### config.mk
export PLATFORM = sky130hd
export DESIGN_NAME = alu_seq
export DESIGN_NICKNAME = d
export VERILOG_FILES = /design/src/rtl/alu_seq.sv
export SDC_FILE = /design/constraint.sdc
export NUM_CORES = 1
export LEC_CHECK = 0
export ABC_AREA = 1
export CORE_MARGIN = 5
export CORE_UTILIZATION = 48
export DETAILED_ROUTE_END_ITERATION = 10
export GPL_TIMING_DRIVEN = 0
export PLACE_DENSITY = 0.8
export SLEW_MARGIN = 20
export SYNTH_ARGS = -nofsm -noshare
export SYNTH_HDL_FRONTEND = slang
export SYNTH_SLANG_ARGS = --single-unit
### constraint.sdc
create_clock -name clk -period 1.8 [get_ports clk]
set_input_delay 0.36 -clock clk [delete_from_list [all_inputs] [get_ports clk]]
set_output_delay 0.36 -clock clk [all_outputs]
set_load 0.005 [all_outputs]
### src/rtl/alu_seq.sv
// rtl/alu_seq.sv - handshaked WIDTH-bit ALU with registered result and N/Z/C/V flags.
// Optional multi-cycle shift-add multiplier is enabled by defining ALU_MUL_EN.
module alu_seq #(
    parameter int WIDTH = 4
) (
    input  logic                 clk,
    input  logic                 rst,
    input  logic                 in_valid,
    output logic                 in_ready,
    input  logic [WIDTH-1:0]     a,
    input  logic [WIDTH-1:0]     b,
    input  logic [2:0]           op,
    output logic                 out_valid,
    input  logic                 out_ready,
    output logic [2*WIDTH-1:0]   result,
    output logic [3:0]           flags,
    output logic                 busy
);

    typedef enum logic [2:0] {
        OP_ADD = 3'b000,
        OP_SUB = 3'b001,
        OP_AND = 3'b010,
        OP_OR  = 3'b011,
        OP_XOR = 3'b100,
        OP_SHL = 3'b101,
        OP_SHR = 3'b110,
        OP_MUL = 3'b111
    } op_e;

    logic                 out_valid_q, out_valid_d;
    logic [2*WIDTH-1:0]   result_q, result_d;
    logic [3:0]           flags_q, flags_d;

    logic [WIDTH:0]       add_w, sub_w;
    logic [WIDTH-1:0]     alu_r;
    logic                 alu_c, alu_v;
    logic [3:0]           alu_flags;
    logic                 accept, out_xfer, load_alu;

    assign accept   = in_valid && in_ready;
    assign out_xfer = out_valid_q && out_ready;

    // Single-cycle datapath; MUL falls to the default arm and yields zero.
    always_comb begin
        add_w = {1'b0, a} + {1'b0, b};
        sub_w = {1'b0, a} - {1'b0, b};
        alu_r = '0;
        alu_c = 1'b0;
        alu_v = 1'b0;
        case (op)
            OP_ADD: begin
                alu_r = add_w[WIDTH-1:0];
                alu_c = add_w[WIDTH];
                alu_v = (a[WIDTH-1] == b[WIDTH-1]) && (alu_r[WIDTH-1] != a[WIDTH-1]);
            end
            OP_SUB: begin
                alu_r = sub_w[WIDTH-1:0];
                alu_c = sub_w[WIDTH];
                alu_v = (a[WIDTH-1] != b[WIDTH-1]) && (alu_r[WIDTH-1] != a[WIDTH-1]);
            end
            OP_AND: alu_r = a & b;
            OP_OR:  alu_r = a | b;
            OP_XOR: alu_r = a ^ b;
            OP_SHL: begin
                alu_r = {a[WIDTH-2:0], 1'b0};
                alu_c = a[WIDTH-1];
            end
            OP_SHR: begin
                alu_r = {1'b0, a[WIDTH-1:1]};
                alu_c = a[0];
            end
            default: alu_r = '0;
        endcase
        alu_flags = {alu_r[WIDTH-1], (alu_r == '0), alu_c, alu_v};
    end

`ifdef ALU_MUL_EN
    localparam int CW = $clog2(WIDTH + 1);

    typedef enum logic {
        S_IDLE = 1'b0,
        S_MUL  = 1'b1
    } state_e;

    state_e               state_q, state_d;
    logic [CW-1:0]        cnt_q, cnt_d;
    logic [WIDTH-1:0]     mcand_q, mcand_d;
    logic [2*WIDTH-1:0]   acc_q, acc_d;
    logic [WIDTH:0]       sum_w;
    logic [2*WIDTH-1:0]   acc_step;
    logic                 mul_done;

    // Multiplier lives in the low half of the accumulator and shifts out as the product shifts in.
    assign sum_w    = {1'b0, acc_q[2*WIDTH-1:WIDTH]} + (acc_q[0] ? {1'b0, mcand_q} : '0);
    assign acc_step = {sum_w, acc_q[WIDTH-1:1]};

    assign in_ready = (state_q != S_MUL) && (!out_valid_q || out_ready);
    assign busy     = (state_q == S_MUL);
    assign load_alu = accept && (op != OP_MUL);

    always_comb begin
        state_d  = state_q;
        cnt_d    = cnt_q;
        mcand_d  = mcand_q;
        acc_d    = acc_q;
        mul_done = 1'b0;
        case (state_q)
            S_IDLE: begin
                if (accept && (op == OP_MUL)) begin
                    state_d = S_MUL;
                    mcand_d = a;
                    acc_d   = {{WIDTH{1'b0}}, b};
                    cnt_d   = CW'(WIDTH);
                end
            end
            S_MUL: begin
                acc_d = acc_step;
                cnt_d = cnt_q - 1'b1;
                if (cnt_q == CW'(1)) begin
                    state_d  = S_IDLE;
                    mul_done = 1'b1;
                end
            end
            default: state_d = S_IDLE;
        endcase
    end

    always_ff @(posedge clk) begin
        if (rst) begin
            state_q <= S_IDLE;
            cnt_q   <= '0;
            mcand_q <= '0;
            acc_q   <= '0;
        end else begin
            state_q <= state_d;
            cnt_q   <= cnt_d;
            mcand_q <= mcand_d;
            acc_q   <= acc_d;
        end
    end
`else
    assign in_ready = !out_valid_q || out_ready;
    assign busy     = 1'b0;
    assign load_alu = accept;
`endif

    // A load only happens when the slot is empty or draining on this same edge.
    always_comb begin
        out_valid_d = out_valid_q;
        result_d    = result_q;
        flags_d     = flags_q;
        if (out_xfer) begin
            out_valid_d = 1'b0;
        end
        if (load_alu) begin
            out_valid_d = 1'b1;
            result_d    = {{WIDTH{1'b0}}, alu_r};
            flags_d     = alu_flags;
        end
`ifdef ALU_MUL_EN
        if (mul_done) begin
            out_valid_d = 1'b1;
            result_d    = acc_step;
            flags_d     = {acc_step[2*WIDTH-1], (acc_step == '0),
                           (acc_step[2*WIDTH-1:WIDTH] != '0), 1'b0};
        end
`endif
    end

    always_ff @(posedge clk) begin
        if (rst) begin
            out_valid_q <= 1'b0;
            result_q    <= '0;
            flags_q     <= '0;
        end else begin
            out_valid_q <= out_valid_d;
            result_q    <= result_d;
            flags_q     <= flags_d;
        end
    end

    assign out_valid = out_valid_q;
    assign result    = result_q;
    assign flags     = flags_q;

endmodule

==> flow_summary_export.csv <==
group,metric,value,unit
placed_design,place_congestion,0.870,
worst_setup_path,path_buf_inv,3,
layout,utilization,0.646,
worst_setup_path,critPathLaunchType,"primary input",
timing,fin_crit_sh,0.941,
worst_setup_path,crit_fanout,3,
timing,whs,0.494,ns
worst_setup_path,worstSetupPathType,"primary input to register",
cts,cts_buffers,3,
cts,cts_hold_buffers,0,
logic_synthesis,synth_area_per_cell,6.85,um^2
global_route,grt_pass1_wl,4550,um
drt,drt_pass1_iterations,4,
drt,initialDrtViolationCount,33,
placed_design,place_area,1370,um^2
global_route,grtUsageTotal,0.168,
logic_synthesis,yosysTopAreaCell,"dfxtp_1",
layout,register_area,160,um^2
timing,max_freq,0.590,GHz
logic_synthesis,synth-seq-cells,8,
floorplanning,die_y,57.6,um
placed_design,place_inst,214,
layout,layout_common_cells,"nand2_1, inv_1, nor2_1, clkdlybuf4s50_1, nand4_1",
timing,fin_ws,0.106,ns
logic_synthesis,synth_ff_type,"dfxtp_1",
cts,clk_latency,0.25,ns
logic_synthesis,synth_edf_count,0,
drt,final_antenna_net_count,0,
cts,cts_tree,"yes",
layout,num_antenna_cells,0,
cts,path_clk_slew,0.05,ns
global_route,antenna_found_initial,0,
layout,multi_input_area,783,um^2
layout,layoutNonFillerInstCount,218,
floorplanning,io_pins,30,
logic_synthesis,yosys-top-cells-area,"dfxtp_1, ha_1, inv_1",
cts,cts_sinks,8,
floorplanning,die_w,57.6,um
placed_design,dp_hpwl,2160,um
power,vdd_ir_drop_max,427,uV
layout,final_nets,221,
drt,via_per_inst,5.05,
worst_setup_path,cpPeakStageDelay,0.51,ns
drt,drc,0,
power,total_power,0.638,mW
logic_synthesis,synth_cells,159,
floorplanning,num_rows,17,
drt,num_vias,1101,
worst_setup_path,cp_cell_sequence,"buf_4 > inv_4 > ha_4 > fa_2 > inv_1 > nand2_1 > nand2_1 > nor2_1 > nand2_1 > nor2_1 > nand3_1 > a21oi_2",
worst_setup_path,cp.required,1.99,ns
floorplanning,fp.dieArea,3320,um^2
global_route,overflow,0,
logic_synthesis,yosysTopAreaCellShare,0.147,
logic_synthesis,yosysUniqueCellTypes,32,
power,leakage,0.700,nW
run,cap_violations,0,
timing,finalSetupViolCount,0,
power,power_density,451,nW/um^2
status,run_status,"finished, final reports clean",
timing,final_hold_viol_count,0,
logic_synthesis,synth.yosys.warnings,0,
logic_synthesis,async_flop_share,0,
timing,rsz0062_at_grt,"false",
cts,htree_levels,1,
layout,fillers,202,
worst_setup_path,startpoint,"a[0]",
global_route,grt_pass1_vias,1115,
drt,wirelength,2590,um
min_path,hp-class,"register to register",
timing,drv_slew,0,
layout,drive_gt1_frac,0.253,
placed_design,dp_slack,-0.653,ns
cts,clk_path_buf_depth,2,
timing,setup-tns-final,0,ns
min_path,hp-start,"flags[2]",
floorplanning,core_area,2190,um^2
layout,syn_to_final_growth,30.1,%
worst_setup_path,crit_path_frequent_cell,"nand2_1",
logic_synthesis,synth_area,1090,um^2
layout,layout_commonest_cell,"nand2_1",
floorplanning,start_util,0.497,
worst_setup_path,timing.rr.start,"out_valid",
timing,fin_skew,0.00420,ns
timing,finalCriticalPeriod,1.69,ns
layout,fin_area,1420,um^2
worst_setup_path,arrival,1.89,ns
drt,routedWlPerCell,11.9,um
worst_setup_path,critPathCaptureType,"register",
logic_synthesis,yosysSeqAreaShare,0.147,
placed_design,place.port_buffers,23,
cts,root_buffer,"clkbuf_4",
worst_setup_path,critPathSlowestCell,"fa_2",
worst_setup_path,cpLargestDelayFamily,"adder cells",
global_route,grt_max_degree,11,
## layout make-up
class                      count  area share
buffer                        10      0.0610
timing repair buffer          24       0.150
clock buffer                   3      0.0159
tap                           28      0.0247
sequential                     8       0.113
multi-input combinational    116       0.553
inverter                      29      0.0822
## cells in the mapped netlist (3+ instances only)
cell	n
a21oi_1	4
buf_4	7
buf_6	3
dfxtp_1	8
ha_1	12
inv_1	24
inv_2	3
nand2_1	22
nand3_1	7
nand3_2	5
nand4_1	10
nor2_1	19
nor2_2	3
o21ai_0	7
## layer usage
metal / GRT usage / wire length [um]
met1: 0.204 / 1130
met2: 0.294 / 1270
met3: 0.0445 / 159
met4: 0.0397 / 38
met5: 0 / 0
## state kept, by name, indices dropped and copies added (netlist names)
signal / flops
flags: 4
out_valid: 1
result: 3
## cell families (layout without fill, tap and decap cells)
group / after synthesis / after routing / synth area share
AND/OR/NAND/NOR: 76 / 76 / 0.364
flip-flops: 8 / 8 / 0.147
XOR/XNOR: 2 / 2 / 0.0161
AO/OA/AOI/OAI: 19 / 19 / 0.110
buffers and inverters: 39 / 66 / 0.184
adder cells (fa/ha/maj): 14 / 14 / 0.175
other: 1 / 5 / 0.00344
## worst reg2reg max path, cell delays in order (launching register included)
cell,delay [ns]
dfxtp_1,0.31
nand2_1,0.09
nand2_1,0.15
inv_1,0.22
o21ai_0,0.09
or2_1,0.23
inv_1,0.05
## timing repair
| action | in CTS | in global routing |
|---|---|---|
| pin swaps | 1 | 5 |
| setup endpoints to repair | 7 | 5 |
| buffers inserted | 0 | 0 |
| gates cloned | 1 | 0 |
| resized for setup | 21 | 14 |
## where the power goes
part	switching [mW]	internal (mW)
Combinational	0.162	0.141
Sequential	0.00739	0.192
Clock	0.0606	0.0763
## worst paths after layout
check	endpoint	slack, ns	cells past startpoint
worst max-delay path	flags[2]	0.11	12
worst min-delay path	flags[2]	0.49	2
worst max register to register	result[2]	0.60	6
worst min register to register	flags[2]	0.49	2
Note: power is estimated with default switching activity, not from simulation.
==> RTL edit, RTL diff (same flow settings) <==
Build with the macro `ALU_MUL_EN` defined.
--- a/src/rtl/alu_seq.sv
+++ b/src/rtl/alu_seq.sv
@@ -1,5 +1,7 @@
 // rtl/alu_seq.sv - handshaked WIDTH-bit ALU with registered result and N/Z/C/V flags.
 // Optional multi-cycle shift-add multiplier is enabled by defining ALU_MUL_EN.
+`define ALU_MUL_EN
+
 module alu_seq #(
     parameter int WIDTH = 4
 ) (
Behaviour: not the same (Yosys sat finds a counterexample within 4 cycles, from zero or initial values and one cycle with rst high).
==> RTL edit against the original RTL <==
Power rose to 2.5 times the old value. Sequential power rose to 3.4 times the old value. Synthesized cell count up 94%. Sequential share of layout area up 11 points. Critical path type is now flop to flop. Sequential cell count up 21. Cell area up 84%. Worst setup slack worse by 0.078 ns. Wire length up 120%. Area after synthesis up 88%. Register-to-register slack worse by 0.57 ns. Largest power group is now sequential cells.
==> RTL edit: results (changes against the original RTL) <==
NumNets Final: 388 (+76%)
Post-DP HPWL: 4101 um (+90%)
worst min path class: primary input to flop
Placer Congestion: 0.9388 (+7.9%)
Fin. Hold Viols: 0 (unchanged)
status: complete, no violations
commonest cells in the netlist: nand2_1 (84), inv_1 (45), dfxtp_1 (29), a21oi_1 (28), nor2_1 (24)
CP delay by family, top: adder cells
Routed Wire Length: 5691 um (+120%)
Post-Synth Adder-Cell Area: 0.1393 (-0.03543)
largest net degree at the start of global routing: 11 (unchanged)
Layout Skew: 0.004803 ns (+0.0006036 ns)
setup slack at placement: -0.7238 ns (-0.07085 ns)
H-tree levels: 2 (+1)
Area contributors post-synth: dfxtp_1 (28%), nand2_1 (15%), ha_1 (11%)
fillers: 361 (+79%)
Synth Area in Compound Gates: 0.1417 (+0.03138)
Syn. warnings: 0 (unchanged)
CTS Root Cell: clkbuf_8
post-synthesis cell type count: 29 (-9.4%)
Via density: 5.308 (+5.1%)
Total Routing Usage GR: 0.2051 (+0.03733)
clock latency on the worst-skew pair: 0.29 ns (+0.04 ns)
Post-Synthesis Net Count: 345
minimum clock period: 1.772 ns (+0.07845 ns)
mux contribution to synthesized area: 0 (unchanged)
register area share after synthesis: 0.2834 (+0.1363)
R2R depth: 13 (+7)
initial antenna violation count: 0 (unchanged)
Worst-path clk slew: 0.06 ns
Async SR Flop Fraction: 0 (unchanged)
reg2reg start: acc_q[0]
area share of xor/xnor cells in the synthesized design: 0.01710 (+0.001013)
Pre-Repair DR Iteration Count: 5 (+1)
number of DRC markers in iteration 0: 303 (+820%)
diode count: 0 (unchanged)
share of post-route cells with drive strength above 1: 0.1756 (-0.07699)
first-pass GRT wire length: 8852 um (+94%)
Setup CP Type: flop to flop
CTS buffer count: 5 (+2)
vias in the first global route: 1966 (+76%)
post-route insts no fill: 403 (+85%)
Synth Instances: 309 (+94%)
Critical Path Sink: flags[1]
PortBufs: 27 (+17%)
CP peak stage delay: 0.37 ns (-0.14 ns)
placed instance area: 0.002381 mm^2 (+74%)
CP required: 1.99 ns (about the same)
maximum vdd drop: 0.4204 mV (-1.5%)
worst-path fanout max: 2 (-1)
CTS Buffer Depth: 2 (unchanged)
Relative slew margins: 0.6576
Pleak: 1.228 nW (+75%)
==> RTL edit: changes by cell type in the layout (fill, tap and decap cells not counted), sizes merged, moves of 6 or more <==
cell	before	now
a21oi	6	28
ha	12	18
dfxtp	8	29
nand2	25	84
inv	29	49
clkbuf	6	15
==> RTL edit: area by class of cell <==
cell class / instances / area [um^2] / share of cell area
multi-input cells: 222 / 1316 / 0.5048
flip-flops and latches: 29 / 583.1 / 0.2236
repair buffers: 36 / 309.0 / 0.1185
inverters: 49 / 183.9 / 0.07054
clock buffers: 7 / 96.34 / 0.03695
well taps: 50 / 62.56 / 0.02399
plain buffers: 9 / 51.30 / 0.01967
clock inverters: 1 / 5.005 / 0.001919
==> RTL edit: routing by layer <==
metal  global-route usage  part of all wire  up-vias
li1                     -                 -     1075
met1               0.2779              0.44      966
met2               0.3164              0.47       89
met3              0.04749             0.086        9
met4              0.08155             0.011        0
met5                    0                 0        -
==> RTL edit: repair_timing <==
action                     4_1_cts  5_1_grt
setup endpoints to repair       10       17
pin swaps                        3        9
setup buffers                    4        5
gates resized for setup         22       28
==> RTL edit: how the worst min path moves through the flow <==
| stage | start | end | slack [ns] | cells after the start |
|---|---|---|---|---|
| 2_1_floorplan | acc_q[4] | acc_q[4] | 0.45 | 2 |
| 3_3_place_gp | result[7] | result[7] | 0.45 | 2 |
| 3_5_place_dp | result[4] | result[4] | 0.46 | 2 |
| 4_1_cts | result[7] | result[7] | 0.47 | 2 |
| 5_1_grt | b[0] | acc_q[0] | 0.42 | 3 |
| 6_report | b[0] | acc_q[0] | 0.39 | 3 |
==> RTL edit: report_power, final <==
group	internal, W	switching [W]
combinational	0.000141	0.000202
clock	0.000345	0.000254
sequential	0.000664	0.0000146
total	0.00115	0.000470
